**config.mk**
```make
export PLATFORM = sky130hd
export DESIGN_NAME = pipelined_adder
export DESIGN_NICKNAME = d
export VERILOG_FILES = /design/src/rtl/pipe_add_pkg.sv /design/src/rtl/pipe_add_slice.sv /design/src/rtl/pipelined_adder.sv
export SDC_FILE = /design/constraint.sdc
export NUM_CORES = 1
export LEC_CHECK = 0
export CAP_MARGIN = 20
export CORE_UTILIZATION = 35
export DETAILED_ROUTE_END_ITERATION = 8
export DONT_BUFFER_PORTS = 1
export SETUP_SLACK_MARGIN = 0.3
export SLEW_MARGIN = 20
export SYNTH_ARGS = -nofsm -noshare
export SYNTH_HDL_FRONTEND = slang
export SYNTH_SLANG_ARGS = --single-unit
```
**constraint.sdc**
```tcl
create_clock -name clk -period 5.04 [get_ports clk]
set_clock_uncertainty 0.2 [all_clocks]
set_input_delay 1.008 -clock clk [delete_from_list [all_inputs] [get_ports clk]]
set_output_delay 1.008 -clock clk [all_outputs]
set_load 0.02 [all_outputs]
```
**src/rtl/pipe_add_pkg.sv**
```systemverilog
`default_nettype none
// ============================================================================
//  Module      : pipe_add_pkg
//  Description : Shared constants, slice-width helper and stage record for the
//                pipelined adder family.
//  Revision    : 1.0  initial release
// ============================================================================
package pipe_add_pkg;

  localparam int DEFAULT_WIDTH  = 16;
  localparam int DEFAULT_STAGES = 4;

  // Bits added per pipeline stage.
  function automatic int chunk_w(input int width, input int stages);
    return width / stages;
  endfunction

  // Contents of one pipeline register in the default configuration: the
  // beat's valid bit, the carry leaving the slice just added, the sum bits
  // resolved so far and the operand bits still to be consumed downstream.
  // The adder declares a width-matched copy of this layout for its own
  // WIDTH parameter.
  typedef struct packed {
    logic                     valid;
    logic                     carry;
    logic [DEFAULT_WIDTH-1:0] sum;
    logic [DEFAULT_WIDTH-1:0] a;
    logic [DEFAULT_WIDTH-1:0] b;
  } pipe_add_stage_t;

endpackage
`default_nettype wire

```
**src/rtl/pipe_add_slice.sv**
```systemverilog
`default_nettype none
// ============================================================================
//  Module      : pipe_add_slice
//  Description : W-bit combinational ripple slice, {cout,sum} = a + b + cin.
//                One instance per pipeline stage of pipelined_adder.
//  Revision    : 1.0  initial release
// ============================================================================
module pipe_add_slice
  import pipe_add_pkg::*;
#(
  parameter int W = 4
) (
  input  logic [W-1:0] a_i,
  input  logic [W-1:0] b_i,
  input  logic         cin_i,
  output logic [W-1:0] sum_o,
  output logic         cout_o
);

  // Widen by one bit so the carry out of the slice falls into cout_o.
  assign {cout_o, sum_o} = {1'b0, a_i} + {1'b0, b_i} + {{W{1'b0}}, cin_i};

endmodule
`default_nettype wire

```
**src/rtl/pipelined_adder.sv**
```systemverilog
`default_nettype none
// ============================================================================
//  Module      : pipelined_adder
//  Description : WIDTH-bit adder with carry-in/carry-out, split into STAGES
//                register stages of WIDTH/STAGES bits each, with valid/ready
//                flow control on input and output. The last stage register
//                drives the outputs directly.
//                Build option PIPE_ADD_OVF_EN adds the out_ovf signed-overflow
//                output, pipelined alongside out_cout.
//  Revision    : 1.0  initial release
// ============================================================================
module pipelined_adder
  import pipe_add_pkg::*;
#(
  parameter int WIDTH  = DEFAULT_WIDTH,
  parameter int STAGES = DEFAULT_STAGES
) (
  input  logic             clk,
  input  logic             rst,
  input  logic             in_valid,
  output logic             in_ready,
  input  logic [WIDTH-1:0] in_a,
  input  logic [WIDTH-1:0] in_b,
  input  logic             in_cin,
  output logic             out_valid,
  input  logic             out_ready,
  output logic [WIDTH-1:0] out_sum,
  output logic             out_cout
`ifdef PIPE_ADD_OVF_EN
  ,
  output logic             out_ovf
`endif
);

  localparam int CHUNK = chunk_w(WIDTH, STAGES);

  // Width-matched stage record (same layout as pipe_add_stage_t).
  typedef struct packed {
    logic             valid;
    logic             carry;
    logic [WIDTH-1:0] sum;
    logic [WIDTH-1:0] a;
    logic [WIDTH-1:0] b;
  } stage_t;

  // Reject configurations that cannot be sliced evenly.
  if ((WIDTH < 1) || (STAGES < 1)) begin : g_bad_range
    $fatal(1, "pipelined_adder: WIDTH and STAGES must both be >= 1");
  end else if ((WIDTH % STAGES) != 0) begin : g_bad_split
    $fatal(1, "pipelined_adder: WIDTH must be a multiple of STAGES");
  end

  stage_t           w_prev      [STAGES];  // record entering each stage
  stage_t           stage_d     [STAGES];
  stage_t           stage_q     [STAGES];
  logic [CHUNK-1:0] w_slice_sum [STAGES];
  logic             w_slice_cout[STAGES];
  logic             w_advance;

  // One global enable: the whole pipe moves only when the output register
  // is empty or being drained this cycle.
  assign w_advance = ~stage_q[STAGES-1].valid | out_ready;
  assign in_ready  = w_advance;

  for (genvar k = 0; k < STAGES; k++) begin : g_stage
    if (k == 0) begin : g_head
      // The input port acts as stage -1; in_cin rides in the carry field.
      assign w_prev[k] = '{valid: in_valid, carry: in_cin, sum: {WIDTH{1'b0}},
                           a: in_a, b: in_b};
    end else begin : g_link
      assign w_prev[k] = stage_q[k-1];
    end

    pipe_add_slice #(
      .W (CHUNK)
    ) u_slice (
      .a_i    (w_prev[k].a[k*CHUNK +: CHUNK]),
      .b_i    (w_prev[k].b[k*CHUNK +: CHUNK]),
      .cin_i  (w_prev[k].carry),
      .sum_o  (w_slice_sum[k]),
      .cout_o (w_slice_cout[k])
    );
  end

  // Each stage forwards its input record with slice k of the sum filled in
  // and the slice carry replacing the incoming one.
  always_comb begin
    for (int k = 0; k < STAGES; k++) begin
      stage_d[k]                        = w_prev[k];
      stage_d[k].sum[k*CHUNK +: CHUNK]  = w_slice_sum[k];
      stage_d[k].carry                  = w_slice_cout[k];
    end
  end

  // Stage registers: flush on reset, shift together on advance, else hold.
  always_ff @(posedge clk) begin
    if (rst) begin
      for (int k = 0; k < STAGES; k++) begin
        stage_q[k] <= '0;
      end
    end else if (w_advance) begin
      for (int k = 0; k < STAGES; k++) begin
        stage_q[k] <= stage_d[k];
      end
    end
  end

  assign out_valid = stage_q[STAGES-1].valid;
  assign out_sum   = stage_q[STAGES-1].sum;
  assign out_cout  = stage_q[STAGES-1].carry;

  // The final stage keeps operand copies that nothing downstream reads.
  logic w_unused;
  assign w_unused = ^{stage_q[STAGES-1].a, stage_q[STAGES-1].b};

`ifdef PIPE_ADD_OVF_EN
  logic ovf_d;
  logic ovf_q;

  // Carry into the MSB is recovered from the MSB sum bit: c = a ^ b ^ s.
  assign ovf_d = w_prev[STAGES-1].a[WIDTH-1] ^ w_prev[STAGES-1].b[WIDTH-1]
               ^ w_slice_sum[STAGES-1][CHUNK-1] ^ w_slice_cout[STAGES-1];

  // Overflow flag register, timed and reset exactly like the carry out.
  always_ff @(posedge clk) begin
    if (rst) begin
      ovf_q <= 1'b0;
    end else if (w_advance) begin
      ovf_q <= ovf_d;
    end
  end

  assign out_ovf = ovf_q;
`endif

endmodule
`default_nettype wire

```
==> qor.txt, run 1 <==
=================================================================================
Run status                                                           finished clean
Initial antenna violation count                                                 0
Worst Hold End                                                       stage_q[3][43]$_SDFFCE_PN0P_
Post-route design area                                                   4570 um2
Worst Setup Slack post-DPL                                                2090 ps
Worst Max-Slew Pin Slew                                                    897 ps
H-tree depth                                                                    3
Die width                                                                  111 um
Launch point of the worst hold path                                  stage_q[2][43]$_SDFFCE_PN0P_
Average routed wire per standard cell                                     14.9 um
Post-CTS sizing                                                                 0
Hold Path Class                                                        reg -> reg
Post-route setup slack                                                    2070 ps
Starting density of the core                                                36.0%
Core footprint                                                         11,500 um2
Accumulated negative setup slack                                             0 ps
Overall overflow remaining after global route                                   0
Worst hold path stage count                                                     1
Number of optimization iterations in the first detailed-route pass              4
Die boundary height                                                        111 um
Die Footprint                                                          12,200 um2
Clock Root Buffer                                                    sky130_fd_sc_hd__clkbuf_16
ANT nets after route                                                            0
Vias in the first global route                                              1,971
Share of the clock period used by the worst path after layout               59.0%
Max clock buf depth                                                             2
Arrival time worst endpoint                                               1770 ps
Number of antenna diodes                                                        0
Worst Hold Slack                                                           348 ps
Max IR drop VDD                                                            178 uV
Data required time of the worst path                                      3830 ps
Number of top-level pins                                                       56
Shortest clock period the worst path allows after layout                  2970 ps
Share of synthesized area occupied by flip-flops and latches                69.8%
Worst Setup Path Type                                                   in -> out
Final-report hold violation count                                               0
# setup viols final                                                             0
Vias                                                                        2,031
Setup slack of the most critical reg-to-reg path                          2670 ps
Cells after synthesis                                                         272
Average footprint of a synthesized cell                                  15.2 um2
Net count, final                                                              323
Inserted Clock Buffers                                                          9
Count of distinct cell types in the synthesized netlist                        22
IO Port Bufs                                                                    0
Summed instance area of the synthesized netlist                          4130 um2
Kind of launch point of the worst setup path                         primary input
Power per cell area                                                    391 nW/um2
Clock Latency Late Sink                                                    330 ps
Placed cell area                                                         4240 um2
# rows                                                                         39
Largest stage delay on the critical path                                   610 ps
Depth of the worst register-to-register path                                    3
Hold-fix buffers, CTS                                                           0
Number of design rule violations left after detail routing                      0
Drt first-iter violations                                                     151
Share of layout cells above drive strength 1                                7.78%
Cells along the critical path                                        nand2b_4 > buf_4
Maximum number of pins on one net before global-route repair                   93
Highest clock rate                                                        336 MHz
Global-route wire length before repair                                    9990 um
Final Total Pwr                                                           1790 uW
Most flop-heavy register                                                  stage_q
Aggregate routed wire length                                              6170 um
Aggregate global-route resource usage                                       10.5%
Number of buffers and inverters on the critical path                            1
Worst slew margin                                                           40.2%
# clock sinks                                                                  96
Via density per instance                                                     4.92
Post-Syn Nets                                                                 329
Clock-pin slew on the worst setup and hold paths                            60 ps
Seq cells post-synth                                                           96
Leakage Power                                                          0.00213 uW
Delay-heaviest family, CP                                            buffers and inverters
CTS tree                                                                    built
Reported max-cap violation count                                                0
Maximum fanout encountered on the critical timing path                         92
Endpoint class of the critical path                                    output pin
Post-CTS Repair Setup Buffers                                                   0
Number of warning messages in the yosys log                                     0
Syn-to-layout area delta                                                    10.6%
Capturing point of the worst reg2reg path                            stage_q[0][5]$_SDFFCE_PN0P_
Setup repair after global routing missed its margin                         false
Worst setup path startpoint                                             out_ready
Final number of max-transition violations                                       0
Slowest cell on the critical path                                    sky130_fd_sc_hd__buf_4
Registers with the most flip-flops                                   stage_q (96)
Post-detailed-placement half-perimeter wirelength                         3700 um
Routability-driven placement congestion ratio                               0.712
Worst flop-to-flop path startpoint                                   stage_q[3][49]$_SDFFCE_PN0P_
Max FFs per register                                                           96
=================================================================================
==> cells in the final DEF, fill, tap and decap left out, drive strengths merged <==
cell type   n
edfxtp     96
ha         12
bufinv      3
a21o        6
xnor2       2
nor3        2
and3       82
nand3b      4
mux2i       4
nor2        6
nor2b       4
fa          8
inv         9
clkinvlp    2
buf         3
nand3       4
clkbuf      9
nand2       1
a21oi       8
o21ai       2
clkinv      1
nand2b      2
==> power by group <==
| part | switching, uW | internal (uW) |
|---|---|---|
| Sequential | 25.1 | 932 |
| Combinational | 43.0 | 38.9 |
| Clock | 266 | 480 |
| Total | 334 | 1450 |
==> metrics by stage <==
step / util [%] / std cells
finish: 39.8 / 413
global route: 39.8 / 413
CTS: 39.8 / 413
detailed placement: 36.9 / 398
global placement: 36.9 / 398
floorplan: - / 272
==> worst max-delay path by stage <==
stage | slack [ps] | endpoint | cells past startpoint
finish | 2070 | in_ready | 2
detailed placement | 2090 | in_ready | 2
global placement | 2100 | in_ready | 2
global route | 2000 | in_ready | 2
CTS | 2090 | in_ready | 2
floorplan | 780 | stage_q[0][10]$_SDFFCE_PN0P_ | 3
==> routing by layer <==
| metal | part of all wire (%) | GRT usage [%] |
|---|---|---|
| met3 | 4.9 | 3.84 |
| met4 | 1.1 | 4.00 |
| met5 | 0 | 0 |
| met1 | 44 | 13.1 |
| met2 | 50 | 16.6 |
==> layout make-up <==
cell class | count | area [um2]
inverters | 9 | 33.8
fillers | 1040 | 6900
multi-input cells | 147 | 1120
clock inverters | 6 | 109
flip-flops and latches | 96 | 2880
well taps | 143 | 179
clock buffers | 9 | 225
repair buffers | 3 | 22.5
==> cell usage after synthesis <==
cell type	n	share of area (%)
sky130_fd_sc_hd__and3_1	82	12
sky130_fd_sc_hd__edfxtp_1	96	70
sky130_fd_sc_hd__xnor2_1	2	0.42
sky130_fd_sc_hd__clkbuf_1	10	0.91
sky130_fd_sc_hd__clkbuf_2	6	0.73
sky130_fd_sc_hd__a21o_1	6	1.1
sky130_fd_sc_hd__buf_4	2	0.36
sky130_fd_sc_hd__buf_6	2	0.55
sky130_fd_sc_hd__mux2i_1	4	0.97
sky130_fd_sc_hd__nand3b_1	4	0.73
sky130_fd_sc_hd__nor2b_1	4	0.61
sky130_fd_sc_hd__ha_1	12	3.6
sky130_fd_sc_hd__nand2b_4	1	0.33
sky130_fd_sc_hd__nor2_1	6	0.55
sky130_fd_sc_hd__nor3_1	2	0.24
sky130_fd_sc_hd__nand2_2	1	0.15
sky130_fd_sc_hd__nand3_1	4	0.48
sky130_fd_sc_hd__fa_1	8	3.9
sky130_fd_sc_hd__nand2b_1	1	0.15
sky130_fd_sc_hd__a21oi_1	8	0.97
sky130_fd_sc_hd__inv_1	9	0.82
sky130_fd_sc_hd__o21ai_0	2	0.24
==> cells by family (layout without fill, tap and decap cells) <==
family,Yosys count,in the layout,synth area share [%]
AO/OA/AOI/OAI,16,16,2.30
XOR/XNOR,2,2,0.424
adder cells (fa/ha/maj),20,20,7.51
buffers and inverters,29,27,3.36
flip-flops,96,96,69.8
multiplexers,4,4,0.969
AND/OR/NAND/NOR,105,105,15.7
Note: power is estimated with default switching activity, not from simulation.
==> inputs of run 2 (changes only) <==
- clock period: 5.04 -> 2.5 ns (I/O delays scaled with it)
==> run 2 against run 1 <==
Effect of this change: sequential share of layout area down 0.43 points; core utilization is 0.27 points higher; clock-buffer cell count is the same; clock power up 84%; sequential power is 100% higher; worst setup slack got worse by 1700 ps; die area is the same; hold slack got worse by 160 ps; global-route usage is 0.39 points higher; critical path type is now reg -> reg; largest cell class unchanged.
==> qor.txt, run 2 (synthesized netlist as in run 1, its figures left out) <==
=================================================================================
Post-detailed-placement half-perimeter wirelength                         3910 um   +5.7%
Final Total Pwr                                                           3470 uW   +94%
Highest clock rate                                                        469 MHz
ANT nets after route                                                            0   unchanged
Die Footprint                                                          12,200 um2   unchanged
Area of the multi-input gates                                            1130 um2   +0.78%
Share of the clock period used by the worst path after layout               85.3%
Net count, final                                                              329   +1.9%
Inserted Clock Buffers                                                          9   unchanged
Number of filler instances in the final layout                              1,018   -2.1%
Global-route wire length before repair                                  10,100 um   +1.2%
Worst Setup Path Type                                                  reg -> reg
Overall overflow remaining after global route                                   0   unchanged
Worst path most repeated cell                                        sky130_fd_sc_hd__fa_1
H-tree depth                                                                    3   unchanged
Largest stage delay on the critical path                                   470 ps   -140 ps
Reported max-cap violation count                                                0   unchanged
Clock-pin slew on the worst setup and hold paths                            70 ps   about the same
Initial antenna violation count                                                 2   +2
Syn-to-layout area delta                                                    11.4%
Worst setup path startpoint                                          stage_q[2][48]$_SDFFCE_PN0P_
Launch point of the worst hold path                                      in_a[14]
Maximum fanout encountered on the critical timing path                          2   -98%
Vias                                                                        2,058   +1.3%
Shortest clock period the worst path allows after layout                  2130 ps
Most flop-heavy register                                                  stage_q
Sum of met3 wire segment lengths after detailed routing                    299 um   -2.0%
Post-CTS Repair Setup Buffers                                                   0   unchanged
Top routing layer in use                                                     met5
Arrival time worst endpoint                                               2020 ps   +250 ps
Aggregate routed wire length                                              6410 um   +3.9%
CTS tree                                                                    built
Most common cell after layout, fill and taps aside                   sky130_fd_sc_hd__edfxtp_1
Leakage Power                                                          0.00215 uW   +0.89%
Number of top-level pins                                                       56   unchanged
Data required time of the worst path                                      2380 ps   -1450 ps
Power per cell area                                                    754 nW/um2   +93%
Number of design rule violations left after detail routing                      0   unchanged
Highest-count cells in the layout ignoring fill and taps             96 x sky130_fd_sc_hd__edfxtp_1, 82 x sky130_fd_sc_hd__and3_1, 12 x sky130_fd_sc_hd__ha_1
Die width                                                                  111 um   unchanged
Delay-heaviest family, CP                                             adder cells
Slowest cell on the critical path                                    sky130_fd_sc_hd__fa_1
Maximum number of pins on one net before global-route repair                   68   -27%
Routability-driven placement congestion ratio                               0.725   +1.8%
Final-report hold violation count                                               0   unchanged
Post-CTS sizing                                                                 0   unchanged
Length of routed wiring on met1                                           2870 um   +5.9%
Vias in the first global route                                              2,000   +1.5%
Core footprint                                                         11,500 um2   unchanged
Number of optimization iterations in the first detailed-route pass              4   unchanged
Max clock buf depth                                                             2   unchanged
Cell total after placement                                                    403   +1.3%
# setup viols final                                                             0   unchanged
Hold Path Class                                                         in -> reg
Average routed wire per standard cell                                     15.2 um   +1.9%
Worst Max-Slew Pin Slew                                                    466 ps   -431 ps
Sequential standard cell area                                            2880 um2   unchanged
Kind of launch point of the worst setup path                            flip-flop
# rows                                                                         39   unchanged
Worst flop-to-flop path startpoint                                   stage_q[2][48]$_SDFFCE_PN0P_
# clock sinks                                                                  96   unchanged
Endpoint class of the critical path                                     flip-flop
Via density per instance                                                     4.89   -0.60%
Run status                                                           finished clean
Max FFs per register                                                           96   unchanged
Post-route design area                                                   4600 um2   +0.68%
Setup repair after global routing missed its margin                         false
IO Port Bufs                                                                    0   unchanged
Number of standard cells in the layout, taps in and fillers out               421   +1.9%
Aggregate global-route resource usage                                       10.9%   +0.39 points
Met2 wire length                                                          3130 um   +1.4%
Max IR drop VDD                                                            507 uV   +190%
Placed cell area                                                         4290 um2   +1.2%
Clock Latency Late Sink                                                    340 ps   about the same
Starting density of the core                                                36.0%   unchanged
Share of layout cells above drive strength 1                                10.5%   +2.7 points
Number of buffers and inverters on the critical path                            0   -1
Registers with the most flip-flops                                   stage_q (96)
Worst slew margin                                                           68.9%   +29 points
Accumulated negative setup slack                                             0 ps   unchanged
Final number of max-transition violations                                       0   unchanged
Cells along the critical path                                        fa_1 > fa_1 > a21o_1 > a21oi_1 > nor2_1
Clock Root Buffer                                                    sky130_fd_sc_hd__clkbuf_16
Drt first-iter violations                                                     147   -2.6%
Die boundary height                                                        111 um   unchanged
=================================================================================
-- run 2: changes by cell type in the layout (fill, tap and decap cells not counted) --
cell                        before  now
sky130_fd_sc_hd__inv_6           0    1
sky130_fd_sc_hd__inv_8           0    1
sky130_fd_sc_hd__buf_4           3    7
sky130_fd_sc_hd__nand2b_2        0    1
sky130_fd_sc_hd__diode_2         0    1
sky130_fd_sc_hd__clkinv_2        0    1
sky130_fd_sc_hd__clkinv_4        0    1
sky130_fd_sc_hd__bufinv_16       3    1
sky130_fd_sc_hd__clkinv_1        1    0
sky130_fd_sc_hd__buf_12          0    1
-- run 2: final cells by class --
| cell class | instances | area share, % |
|---|---|---|
| Antenna cell | 1 | 0.0544 |
| Clock buffer | 9 | 4.90 |
| Clock inverter | 7 | 1.71 |
| Inverter | 9 | 0.734 |
| Multi-Input combinational cell | 148 | 24.5 |
| Sequential cell | 96 | 62.7 |
| Tap cell | 143 | 3.89 |
| Timing Repair Buffer | 8 | 1.58 |
-- run 2: path summary, 6_finish.rpt --
kind / endpoint / depth (start not counted) / slack, ps
max reg2reg: stage_q[3][48]$_SDFFCE_PN0P_ / 5 / 370
min: stage_q[0][30]$_SDFFCE_PN0P_ / 1 / 190
min reg2reg: stage_q[1][32]$_SDFFCE_PN0P_ / 1 / 350
max: stage_q[3][48]$_SDFFCE_PN0P_ / 5 / 370
-- run 2: repair_timing --
action	in CTS	in global routing
endpoints found under the hold margin	0	0
hold buffers	0	0
setup endpoints to repair	0	1
-- run 2: layer usage --
layer | vias to the layer above | global-route usage, %
met5 | - | 0
met4 | 2 | 4.98
met3 | 9 | 4.17
met2 | 47 | 16.7
met1 | 980 | 13.6
li1 | 1020 | -
-- run 2: per-stage QoR --
step	hold WS (ps)	utilization, %	setup slack [ps]
after CTS	174	40.0	364
after floorplan	328	-	376
after global routing	172	40.1	317
final	186	40.1	367
after global placement	334	37.4	323
after detailed placement	338	37.4	304
-- run 2: where the power goes --
group	internal (uW)	switching, uW	total [uW]
Sequential	1880	49.9	1930
Clock	785	585	1370
Combinational	82.3	89.2	172
Total	2750	724	3470
==> inputs of run 3 (changes only) <==
- SYNTH_HIERARCHICAL: default -> 1
==> run 3 against run 2 <==
Effect of this change: hold slack got worse by 15 ps; sequential share of layout area fell by 3.6 points; fmax up 5.6%; sequential power about the same; design area increased by 6.1%; register-to-register slack improved by 110 ps; clock-buffer cell count stayed put; die area rose by 7.3%; largest cell class unchanged; highest routed layer is now met4.
==> qor.txt, run 3 <==
=================================================================================
# setup viols final                                                             0   unchanged
Clock Root Buffer                                                    sky130_fd_sc_hd__clkbuf_16
Global-route wire length before repair                                  11,400 um   +13%
Switching power                                                            700 uW   -3.3%
Core footprint                                                         12,200 um2   +6.1%
Fraction of registers with async set or reset after synthesis                  0%   unchanged
Sequential fraction of design power                                         55.7%   about the same
Via density per instance                                                     4.66   -4.7%
Most frequent cell after synthesis                                   sky130_fd_sc_hd__edfxtp_1
Worst Setup Path Type                                                  reg -> reg
Die Footprint                                                          13,100 um2   +7.3%
Average routed wire per standard cell                                     15.4 um   +1.3%
Number of optimization iterations in the first detailed-route pass              4   unchanged
Arrival time worst endpoint                                               1900 ps   -120 ps
Number of antenna diodes                                                        0   -1
Biggest area contributors in the synthesized netlist                 sky130_fd_sc_hd__edfxtp_1 65%, sky130_fd_sc_hd__nor3b_1 13%, sky130_fd_sc_hd__nor3b_2 5.4%
Number of warning messages in the yosys log                                     6   +6
Worst slew margin                                                           64.5%   -4.4 points
# clock sinks                                                                  96   unchanged
Hold Path Class                                                         in -> reg
# rows                                                                         40   +2.6%
Vias in the first global route                                              2,190   +9.5%
Reported max-cap violation count                                                0   unchanged
Highest clock rate                                                        495 MHz   +5.6%
Most common cell after layout, fill and taps aside                   sky130_fd_sc_hd__edfxtp_1
Cells after synthesis                                                         281   +3.3%
Clock Power Share                                                           38.7%   -0.8 points
Seq cells post-synth                                                           96   unchanged
Kind of launch point of the worst setup path                            flip-flop
ANT nets after route                                                            0   unchanged
Fraction of power consumed by combinational cells                            5.6%   +0.7 points
Overall overflow remaining after global route                                   0   unchanged
Power per cell area                                                    711 nW/um2   -5.8%
Maximum number of pins on one net before global-route repair                   98   +44%
Summed instance area of the synthesized netlist                          4440 um2   +7.4%
Endpoint class of the critical path                                     flip-flop
EDFF count, synth                                                              96   unchanged
Routability-driven placement congestion ratio                               0.787   +8.6%
Capturing point of the worst reg2reg path                            stage_q[3][48]$_SDFFCE_PN0P_
Largest area contributor in the netlist                              sky130_fd_sc_hd__edfxtp_1
IO Port Bufs                                                                    0   unchanged
Shortest clock period the worst path allows after layout                  2020 ps   -112 ps
Worst hold path stage count                                                     1   unchanged
Worst Hold Slack                                                           170 ps   -15.3 ps
Average footprint of a synthesized cell                                  15.8 um2   +3.9%
Aggregate routed wire length                                              6940 um   +8.3%
Sw Ratio                                                                    20.2%   -0.69 points
Die width                                                                  115 um   +3.6%
Clock-pin slew on the worst setup and hold paths                            70 ps   about the same
Post-detailed-placement half-perimeter wirelength                         4010 um   +2.6%
Drt first-iter violations                                                      73   -50%
Highest-count cells in the layout ignoring fill and taps             96 x sky130_fd_sc_hd__edfxtp_1, 77 x sky130_fd_sc_hd__nor3b_1, 19 x sky130_fd_sc_hd__nor3b_2
Share of layout cells above drive strength 1                                16.7%   +6.2 points
Worst Max-Slew Pin Slew                                                    533 ps   +66.3 ps
Maximum fanout encountered on the critical timing path                          2   unchanged
Starting density of the core                                                36.5%   +0.45 points
Final Util                                                                  40.1%   about the same
Most flop-heavy register                                                  stage_q
Data required time of the worst path                                      2380 ps   about the same
Net count, final                                                              334   +1.5%
Depth of the worst register-to-register path                                    7   +2
Aggregate global-route resource usage                                       11.5%   +0.59 points
Setup slack of the most critical reg-to-reg path                           480 ps   +110 ps
Registers with the most flip-flops                                   stage_q (96)
Launch point of the worst hold path                                           rst
Max FFs per register                                                           96   unchanged
Run status                                                           finished clean
Share of synthesized area occupied by flip-flops and latches                65.0%   -4.8 points
Number of design rule violations left after detail routing                      0   unchanged
Leakage Power                                                          0.00186 uW   -13%
Accumulated negative setup slack                                             0 ps   unchanged
Initial antenna violation count                                                 0   -2
Vias                                                                        2,096   +1.8%
Setup repair after global routing missed its margin                         false
Inserted Clock Buffers                                                          9   unchanged
Syn-to-layout area delta                                                    10.0%
CTS tree                                                                    built
Max clock buf depth                                                             2   unchanged
Clock Latency Late Sink                                                    330 ps   about the same
Final-report hold violation count                                               0   unchanged
Synth cell count leaders                                             96 x sky130_fd_sc_hd__edfxtp_1, 77 x sky130_fd_sc_hd__nor3b_1, 19 x sky130_fd_sc_hd__nor3b_2
Share of the clock period used by the worst path after layout               80.8%   -4.5 points
Worst Hold End                                                       stage_q[3][40]$_SDFFCE_PN0P_
Worst setup path startpoint                                          stage_q[2][28]$_SDFFCE_PN0P_
Cell internal power dissipation                                           2770 uW   +0.85%
Max IR drop VDD                                                            275 uV   -46%
Post-Syn Nets                                                                 338   +2.7%
Final Total Pwr                                                           3470 uW   about the same
Final number of max-transition violations                                       0   unchanged
Proportion of netlist area held by the largest area contributor             65.0%   -4.8 points
Most used DFF post-synth                                             sky130_fd_sc_hd__edfxtp_1
Worst flop-to-flop path startpoint                                   stage_q[2][28]$_SDFFCE_PN0P_
Number of top-level pins                                                       56   unchanged
Die boundary height                                                        115 um   +3.6%
H-tree depth                                                                    3   unchanged
Count of distinct cell types in the synthesized netlist                        15   -32%
=================================================================================
==> run 3: changes by cell type in the layout (fill, tap and decap cells not counted), sizes merged, moves of 2 or more <==
cell / delta
nor3b: +96
and3: -82
inv: +6
nor2: -6
xnor2: +6
a21oi: -4
mux2i: -4
nand3: -4
nand3b: -4
clkinv: +3
a21o: -2
nand2b: +2
nor3: -2
o21ai: +2
==> run 3: power by group through the flow <==
stage               clock [uW]  combinational (uW)  sequential [uW]
floorplan                    0                 193             1950
global placement             0                 191             1970
detailed placement           0                 195             1970
CTS                       1390                 200             1930
global route              1450                 223             1940
finish                    1340                 194             1930
==> run 3: critical path, cell delays in order, from the launching register on <==
cell                       delay, ps
sky130_fd_sc_hd__edfxtp_1        410
sky130_fd_sc_hd__fa_1            450
sky130_fd_sc_hd__inv_1            80
sky130_fd_sc_hd__fa_1            200
sky130_fd_sc_hd__nor2b_1          60
sky130_fd_sc_hd__o21ai_0         160
sky130_fd_sc_hd__nand2b_1         70
sky130_fd_sc_hd__nor3b_1         130
==> run 3: metrics by stage <==
step           worst slack, ps  instances  instance area, um2
6_report                   480        450                4880
2_1_floorplan              327        281                4440
4_1_cts                    352        450                4880
5_1_grt                    331        450                4880
3_5_place_dp               402        431                4560
3_3_place_gp               450        431                4560
==> run 3: how the worst max path moves through the flow <==
stage	endpoint	cells past startpoint
floorplan	stage_q[0][10]$_SDFFCE_PN0P_	4
global placement	stage_q[0][48]$_SDFFCE_PN0P_	7
detailed placement	stage_q[0][48]$_SDFFCE_PN0P_	7
CTS	stage_q[1][29]$_SDFFCE_PN0P_	4
global route	stage_q[1][48]$_SDFFCE_PN0P_	7
finish	stage_q[3][48]$_SDFFCE_PN0P_	7
==> run 3: routing by layer <==
metal | share of wire (%) | global-route usage, % | vias up
met5 | 0 | 0 | -
met4 | 0.86 | 4.42 | 0
met3 | 3.2 | 3.02 | 5
met2 | 49 | 18.3 | 45
met1 | 47 | 15.0 | 1027
li1 | - | - | 1019
==> run 3: timing repair <==
item                                    in CTS  in global routing
hold buffers                                 0                  0
resized for setup                            0                  1
endpoints found under the setup margin       1                 59
buffers inserted                             3                  0
pin swaps                                    0                  0
cloned                                       0                  0
==> run 3: cell type report <==
type	instances	area (um2)
clock buffers	9	225
clock inverters	7	72.6
fillers	1130	7280
inverters	17	63.8
multi-input cells	146	1360
flip-flops and latches	96	2880
well taps	168	210
repair buffers	7	68.8
==> run 3: cells by family after synthesis <==
logic type | share of synthesized area (%)
compound gates | 1.92
xor+xnor | 1.58
fa+ha+maj | 6.99
simple gates | 19.8
buf+inv | 4.74
flops | 65.0
